**src/rtl/point_report_sequencer_if.sv**
```systemverilog
// -----------------------------------------------------------------------------
// point_report_sequencer_if
//   Byte-wide valid/ready link between the report sequencer and the UART/host
//   side. A byte moves on every clock where tx_valid and tx_ready are both 1.
//
//   tx_data   8  packet byte, held stable while tx_valid & ~tx_ready
//   tx_valid  1  tx_data carries a packet byte
//   tx_ready  1  sink can take the byte this cycle
//
//   master : the sequencer (drives tx_data/tx_valid)
//   slave  : the link sink (drives tx_ready)
// -----------------------------------------------------------------------------
interface point_report_sequencer_if;
  logic [7:0] tx_data;
  logic       tx_valid;
  logic       tx_ready;

  modport master (output tx_data, output tx_valid, input tx_ready);
  modport slave  (input tx_data, input tx_valid, output tx_ready);
endinterface

```
**src/rtl/point_report_sequencer.sv**
```systemverilog
// -----------------------------------------------------------------------------
// point_report_sequencer
//   Frame-level controller behind the multi-point finder. Snapshots the
//   finder's centroids once per frame (one cycle after the VGA_VS falling
//   edge), keeps one pending snapshot, and serialises each snapshot as
//     HEADER_BYTE, tag, mask, {H_hi,H_lo,V_hi,V_lo} x NUM_POINTS, sum
//   over a valid/ready byte link. A snapshot overwritten before it could be
//   loaded counts as a dropped frame (saturating counter).
//
//   CLK          in   system/pixel clock, posedge
//   RST          in   asynchronous, active-high reset
//   VGA_VS       in   vertical sync
//   i_ENABLE     in   1 = capture new frames
//   i_POINTS_H   in   point k H at [16k+15:16k]
//   i_POINTS_V   in   point k V at [16k+15:16k]
//   tx           if   byte link, master side
//   o_BUSY       out  packet in progress or snapshot pending
//   o_FRAME_TAG  out  tag of the most recent capture
//   o_DROP_CNT   out  overwritten snapshots, saturating
// -----------------------------------------------------------------------------
module point_report_sequencer #(
  parameter int         NUM_POINTS  = 4,
  parameter logic [7:0] HEADER_BYTE = 8'hA5,
  parameter int         DROP_W      = 8
) (
  input  logic                     CLK,
  input  logic                     RST,
  input  logic                     VGA_VS,
  input  logic                     i_ENABLE,
  input  logic [16*NUM_POINTS-1:0] i_POINTS_H,
  input  logic [16*NUM_POINTS-1:0] i_POINTS_V,
  point_report_sequencer_if.master tx,
  output logic                     o_BUSY,
  output logic [7:0]               o_FRAME_TAG,
  output logic [DROP_W-1:0]        o_DROP_CNT
);
  localparam int         PW       = 16*NUM_POINTS;
  localparam logic [4:0] LAST_IDX = 5'(4*NUM_POINTS-1);

  typedef enum logic [2:0] {
    S_IDLE, S_LOAD, S_HDR, S_TAG, S_MASK, S_DATA, S_SUM
  } state_t;

  function automatic logic [DROP_W-1:0] sat_inc(input logic [DROP_W-1:0] v);
    return (&v) ? v : v + DROP_W'(1);
  endfunction

  // control state (asynchronously reset)
  state_t            state_q, state_d;
  logic              vs_q;
  logic              cap_q;
  logic              pend_q;
  logic [7:0]        tag_cnt_q;
  logic [7:0]        frame_tag_q;
  logic [DROP_W-1:0] drop_q;

  // data state (no reset: always written before it is used)
  logic [PW-1:0]     pend_h_q, pend_v_q;
  logic [7:0]        pend_tag_q;
  logic [PW-1:0]     act_h_q, act_v_q;
  logic [7:0]        act_tag_q;
  logic [7:0]        mask_q, mask_d;
  logic [7:0]        sum_q;
  logic [4:0]        idx_q;

  logic              fall, cap_take, load_now, fire;
  logic [15:0]       cur_h, cur_v;
  logic [7:0]        data_byte;

  assign fall     = vs_q & ~VGA_VS;
  assign cap_take = cap_q & i_ENABLE;
  assign load_now = (state_q == S_LOAD);
  assign fire     = tx.tx_valid & tx.tx_ready;

  assign o_BUSY      = (state_q != S_IDLE) | pend_q;
  assign o_FRAME_TAG = frame_tag_q;
  assign o_DROP_CNT  = drop_q;

  // --- capture strobe / pending buffer -------------------------------------
  // cap is the falling edge delayed one cycle so the finder outputs settle.
  always_ff @(posedge CLK or posedge RST) begin
    if (RST) begin
      state_q     <= S_IDLE;
      vs_q        <= 1'b0;
      cap_q       <= 1'b0;
      pend_q      <= 1'b0;
      tag_cnt_q   <= 8'd0;
      frame_tag_q <= 8'd0;
      drop_q      <= '0;
    end else begin
      state_q <= state_d;
      vs_q    <= VGA_VS;
      cap_q   <= fall;
      if (cap_take) begin
        pend_q      <= 1'b1;
        frame_tag_q <= tag_cnt_q;
        tag_cnt_q   <= tag_cnt_q + 8'd1;
        // A capture in the LOAD cycle replaces a buffer that is being
        // consumed, so only an unconsumed pending snapshot is a drop.
        if (pend_q && !load_now)
          drop_q <= sat_inc(drop_q);
      end else if (load_now) begin
        pend_q <= 1'b0;
      end
    end
  end

  always_comb begin
    mask_d = '0;
    for (int k = 0; k < NUM_POINTS; k++)
      mask_d[k] = (pend_h_q[16*k +: 16] != 16'd0) | (pend_v_q[16*k +: 16] != 16'd0);
  end

  // --- active packet registers ---------------------------------------------
  // LOAD reads the pending buffer on the same edge a new capture may
  // overwrite it, so LOAD always takes the older snapshot.
  always_ff @(posedge CLK) begin
    if (cap_take) begin
      pend_h_q   <= i_POINTS_H;
      pend_v_q   <= i_POINTS_V;
      pend_tag_q <= tag_cnt_q;
    end
    if (load_now) begin
      act_h_q   <= pend_h_q;
      act_v_q   <= pend_v_q;
      act_tag_q <= pend_tag_q;
      mask_q    <= mask_d;
      sum_q     <= 8'd0;
      idx_q     <= 5'd0;
    end else if (fire) begin
      sum_q <= sum_q + tx.tx_data;
      if (state_q == S_DATA)
        idx_q <= idx_q + 5'd1;
    end
  end

  // DATA byte: point idx/4, byte idx%4 in order H_hi, H_lo, V_hi, V_lo.
  always_comb begin
    cur_h = 16'd0;
    cur_v = 16'd0;
    for (int k = 0; k < NUM_POINTS; k++) begin
      if (idx_q[4:2] == 3'(k)) begin
        cur_h = act_h_q[16*k +: 16];
        cur_v = act_v_q[16*k +: 16];
      end
    end
    case (idx_q[1:0])
      2'd0:    data_byte = cur_h[15:8];
      2'd1:    data_byte = cur_h[7:0];
      2'd2:    data_byte = cur_v[15:8];
      default: data_byte = cur_v[7:0];
    endcase
  end

  // --- packet FSM: next state and byte port --------------------------------
  // Byte states hold their byte until the handshake, which keeps tx_data
  // stable under backpressure and valid high for the whole packet.
  always_comb begin
    state_d     = state_q;
    tx.tx_valid = 1'b0;
    tx.tx_data  = 8'd0;
    case (state_q)
      S_IDLE: if (pend_q || cap_take) state_d = S_LOAD;
      S_LOAD: state_d = S_HDR;
      S_HDR: begin
        tx.tx_valid = 1'b1;
        tx.tx_data  = HEADER_BYTE;
        if (tx.tx_ready) state_d = S_TAG;
      end
      S_TAG: begin
        tx.tx_valid = 1'b1;
        tx.tx_data  = act_tag_q;
        if (tx.tx_ready) state_d = S_MASK;
      end
      S_MASK: begin
        tx.tx_valid = 1'b1;
        tx.tx_data  = mask_q;
        if (tx.tx_ready) state_d = S_DATA;
      end
      S_DATA: begin
        tx.tx_valid = 1'b1;
        tx.tx_data  = data_byte;
        if (tx.tx_ready && idx_q == LAST_IDX) state_d = S_SUM;
      end
      S_SUM: begin
        tx.tx_valid = 1'b1;
        tx.tx_data  = sum_q;
        // A capture landing on the final handshake goes straight to LOAD.
        if (tx.tx_ready) state_d = (pend_q || cap_take) ? S_LOAD : S_IDLE;
      end
      default: state_d = S_IDLE;
    endcase
  end
endmodule
```
**src/flat_wrapper.sv**
```systemverilog
// flat-port wrapper written by rule: the top's interface ports become plain ports
module point_report_sequencer_flat 
#(
  parameter int         NUM_POINTS  = 4,
  parameter logic [7:0] HEADER_BYTE = 8'hA5,
  parameter int         DROP_W      = 8
)
  (CLK, RST, VGA_VS, i_ENABLE, i_POINTS_H, i_POINTS_V, o_BUSY, o_FRAME_TAG, o_DROP_CNT, tx_tx_data, tx_tx_valid, tx_tx_ready);
  point_report_sequencer_if tx_i ();
  input  logic CLK;
  input  logic RST;
  input  logic VGA_VS;
  input  logic i_ENABLE;
  input  logic [16*NUM_POINTS-1:0] i_POINTS_H;
  input  logic [16*NUM_POINTS-1:0] i_POINTS_V;
  output logic o_BUSY;
  output logic [7:0] o_FRAME_TAG;
  output logic [DROP_W-1:0] o_DROP_CNT;
  output wire logic [$bits(tx_i.tx_data)-1:0] tx_tx_data;
  output wire logic [$bits(tx_i.tx_valid)-1:0] tx_tx_valid;
  input wire logic [$bits(tx_i.tx_ready)-1:0] tx_tx_ready;
  assign tx_tx_data = tx_i.tx_data;
  assign tx_tx_valid = tx_i.tx_valid;
  assign tx_i.tx_ready = tx_tx_ready;
  point_report_sequencer #(.NUM_POINTS(NUM_POINTS), .HEADER_BYTE(HEADER_BYTE), .DROP_W(DROP_W)) u_core (.CLK(CLK), .RST(RST), .VGA_VS(VGA_VS), .i_ENABLE(i_ENABLE), .i_POINTS_H(i_POINTS_H), .i_POINTS_V(i_POINTS_V), .tx(tx_i), .o_BUSY(o_BUSY), .o_FRAME_TAG(o_FRAME_TAG), .o_DROP_CNT(o_DROP_CNT));
endmodule
```
**config.mk**
```make
export PLATFORM = sky130hd
export DESIGN_NAME = point_report_sequencer_flat
export DESIGN_NICKNAME = d
export VERILOG_FILES = /design/src/rtl/point_report_sequencer_if.sv /design/src/rtl/point_report_sequencer.sv /design/src/flat_wrapper.sv
export SDC_FILE = /design/constraint.sdc
export NUM_CORES = 1
export LEC_CHECK = 0
export CORE_MARGIN = 2
export CORE_UTILIZATION = 55
export DETAILED_ROUTE_END_ITERATION = 10
export DONT_BUFFER_PORTS = 1
export PLACE_DENSITY_LB_ADDON = 0.2
export SLEW_MARGIN = 5
export SYNTH_ARGS = -nofsm -noshare
export SYNTH_HDL_FRONTEND = slang
export SYNTH_SLANG_ARGS = --single-unit
```
**constraint.sdc**
```tcl
create_clock -name CLK -period 7.55 [get_ports CLK]
set_input_delay 1.51 -clock CLK [delete_from_list [all_inputs] [get_ports CLK]]
set_output_delay 1.51 -clock CLK [all_outputs]
set_load 0.01 [all_outputs]
```
==> impl_metrics.yaml <==
floorplan:
  die_y_um: 151.3
  rows: 53
  ios: 159
  core_area_sq_um: 21150
  dieArea_sq_um: 22900
  dieWidth_um: 151.3
  start_util_pct: 56.43
power_and_ir_drop:
  p_sw_share_pct: 27.09
  internal_power_w: 0.003365
  power_density_nw_per_um2: 351.3
  pwr-share-clk_pct: 31.4
  ir_drop_mv: 0.2354
  power.switching_w: 0.001250
  share_seq_of_total_power_pct: 52.8
  p_leak_nw: 4.449
  power_frac_comb_pct: 15.8
cts:
  post_cts_resized: 0
  root_buffer: "clkbuf_16"
  post_cts_buffers: 0
  hold_buffers: 0
  path_clk_slew_ns: 0.06
  htreeDepth: 1
  cts_tree: "built"
  cts_made_buffers: 31
  clkSinkCount: 319
  clock_latency_ns: 0.57
  cts_buffer_depth: 3
sta:
  worstMarginPinSlew_ns: 1.126
  rsz0062_at_grt: "no"
  setup_tns_ns: 0
  period_minus_slack_ns: 5.129
  finalMaxSlewViolations: 0
  finalHoldViolCount: 0
  finalClockSkew_ns: 0.02566
  slew_headroom_pct: 24.84
  setup_viol: 0
  finalCritPeriodShare_pct: 67.94
  max_freq_mhz: 195.0
place:
  placed_area_sq_um: 12180
  dpl.cell_count: 998
  dp_hpwl_um: 16630
  io_buffers: 0
  gp_congestion: 0.8594
synth:
  syn_nets: 899
  synth_area_leaders: "edfxtp_1, dfrtp_1, dfxtp_1"
  synth.top_cell.area_share_pct: 69.43
  synthCells: 751
  synthFlopType: "edfxtp_1"
  yosysSeqAreaShare_pct: 77.90
  syn_area_sq_um: 11940
  ys_ff_latch: 319
  async_flop_share_pct: 9.404
  ys_warn_count: 0
  ys_types: 48
  syn_avg_cell_area_sq_um: 15.89
  synth_edf_count: 276
  yosysTopAreaCell: "edfxtp_1"
setup_path:
  arrival_ns: 3.62
  cp_num_buf_inv: 0
  crit_path_end_kind: "output port"
  worstSetupPathType: "reg -> out"
  crit_chain: "nor2b_1 -> nand3_1 -> o21ai_0 -> a221oi_1 -> a2111oi_0 -> a211oi_1 -> o22ai_1"
  r2r_slack_ns: 2.90
  worstRegToRegCells: 14
  worstPathMaxFanout: 25
  cp-start-kind: "flop"
  reg2reg_from: "u_core.idx_q[2]"
  slowest_stage: "dfxtp_1"
  required_ns: 6.04
  path_delay_family: "compound AO/OA/AOI/OAI gates"
  r2r-end: "u_core.sum_q[7]"
  cpPeakStageDelay_ns: 0.89
routing:
  drt-pass1-iter-count: 6
  first_iter_violations: 549
  routed_via_density: 6.056
  vias: 6377
  wl_per_cell_um: 22.66
  drc: 0
  ant_nets: 0
  finalWirelength_um: 23860
cells_and_area:
  drive_above_1_share_pct: 7.336
  nets: 904
  layout_common_cells: "edfxtp_1, nor2_1, nand2_1, a21oi_1, nor4_1"
  finalNonFillerCells: 1053
  layout_commonest_cell: "edfxtp_1"
  area_delta_synth_final_pct: 10.06
  post-route-util_pct: 62.10
  fin_area_sq_um: 13140
  nFillCells: 1511
global_routing:
  grt_overflow: 0
  met1_usage_pct: 27.14
  use_met3_pct: 4.157
  grt_pass1_vias: 6464
  grt_max_degree: 82
  grt_usage_pct: 20.90
  grt_pass1_wl_um: 35680
  grt_use_met2_pct: 35.54
  grt.busiest_layer: "met2"
  antenna_found_initial: 1
min_path:
  hp-start: "u_core.pend_tag_q[7]"
  hold_class: "reg -> reg"
  whs_endpoint: "u_core.act_tag_q[7]"
  hold_depth: 0
job:
  maxCapViolations: 0
outcome:
  outcome: "finished clean"
how the worst max path moves through the flow:
stage,start,to,slack (ns),cells past startpoint
floorplan,i_ENABLE,u_core.pend_h_q[0],1.41,3
global placement,u_core.idx_q[2],tx_tx_data[4],3.24,7
detailed placement,u_core.idx_q[2],u_core.sum_q[7],2.99,14
CTS,u_core.idx_q[2],tx_tx_data[4],2.51,7
global route,u_core.idx_q[2],tx_tx_data[4],2.19,7
finish,u_core.idx_q[2],tx_tx_data[4],2.42,7
worst register-to-register path: cells and delay by family, from the launching register on:
family          cells  cell delay [ns]
compound gates      9             2.24
fa+ha+maj           1             0.34
buf+inv             1             0.62
flops               1             0.89
mux                 1             0.22
simple gates        2             0.28
state kept, by name, indices dropped and copies added (netlist names):
register and flops:
u_core.vs_q 1, u_core.idx_q 5, u_core.pend_h_q 64, u_core.o_FRAME_TAG 8
u_core.pend_q 1, u_core.pend_v_q 64, u_core.o_DROP_CNT 8, u_core.act_v_q 64
u_core.sum_q 8, u_core.cap_q 1, u_core.act_tag_q 8, u_core.mask_q 4
u_core.pend_tag_q 8, u_core.act_h_q 64, u_core.tag_cnt_q 8, u_core.state_q 3
power by group through the flow:
| stage | sequential [W] | combinational [W] | clock, W |
|---|---|---|---|
| floorplan | 0.00243 | 0.000589 | 0 |
| global placement | 0.00247 | 0.000696 | 0 |
| detailed placement | 0.00247 | 0.000727 | 0 |
| CTS | 0.00244 | 0.000731 | 0.00148 |
| global route | 0.00246 | 0.000802 | 0.00156 |
| finish | 0.00244 | 0.000730 | 0.00145 |
metrics by stage:
stage	setup WS [ns]	total power, W	hold WS (ns)
global placement	3.240	0.003162	0.4063
floorplan	1.410	0.003014	0.4003
finish	2.421	0.004615	0.4109
global route	2.187	0.004820	0.4299
detailed placement	2.986	0.003199	0.4057
CTS	2.508	0.004648	0.4205
per-layer routing:
layer / wire, um / part of all wire (%) / vias to the layer above
li1: - / - / 2938
met1: 9483 / 40 / 3146
met3: 1489 / 6.2 / 55
met2: 12160 / 51 / 238
met5: 0 / 0 / -
met4: 728 / 3.1 / 0
synth_stat cells (all sizes together), types with 13 or more instances:
| library cell | n |
|---|---|
| inv | 16 |
| dfxtp | 13 |
| xnor2 | 15 |
| a222oi | 14 |
| a21oi | 34 |
| nor2b | 16 |
| o21ai | 26 |
| ha | 14 |
| nand2 | 49 |
| o22ai | 16 |
| dfrtp | 30 |
| nor2 | 55 |
| edfxtp | 276 |
| nor4 | 32 |
| clkbuf | 20 |
| nand4 | 13 |
cells by family after synthesis:
family / share of synthesized area [%]
flip-flops: 77.90
multiplexers: 1.153
buffers and inverters: 1.656
AO/OA/AOI/OAI: 8.029
adder cells (fa/ha/maj): 1.719
AND/OR/NAND/NOR: 7.924
XOR/XNOR: 1.614
final cells by class:
class                      count  area [sq um]  area share (%)
sequential                   319          9299           70.78
multi-input combinational    384          2440           18.57
clock buffer                  48         859.6           6.543
tap                          275         344.1           2.619
clock inverter                 6         95.09          0.7238
inverter                      16         67.56          0.5143
timing repair buffer           4         30.03          0.2286
antenna                        1         2.502         0.01905
(Power assumes the default switching activity.)
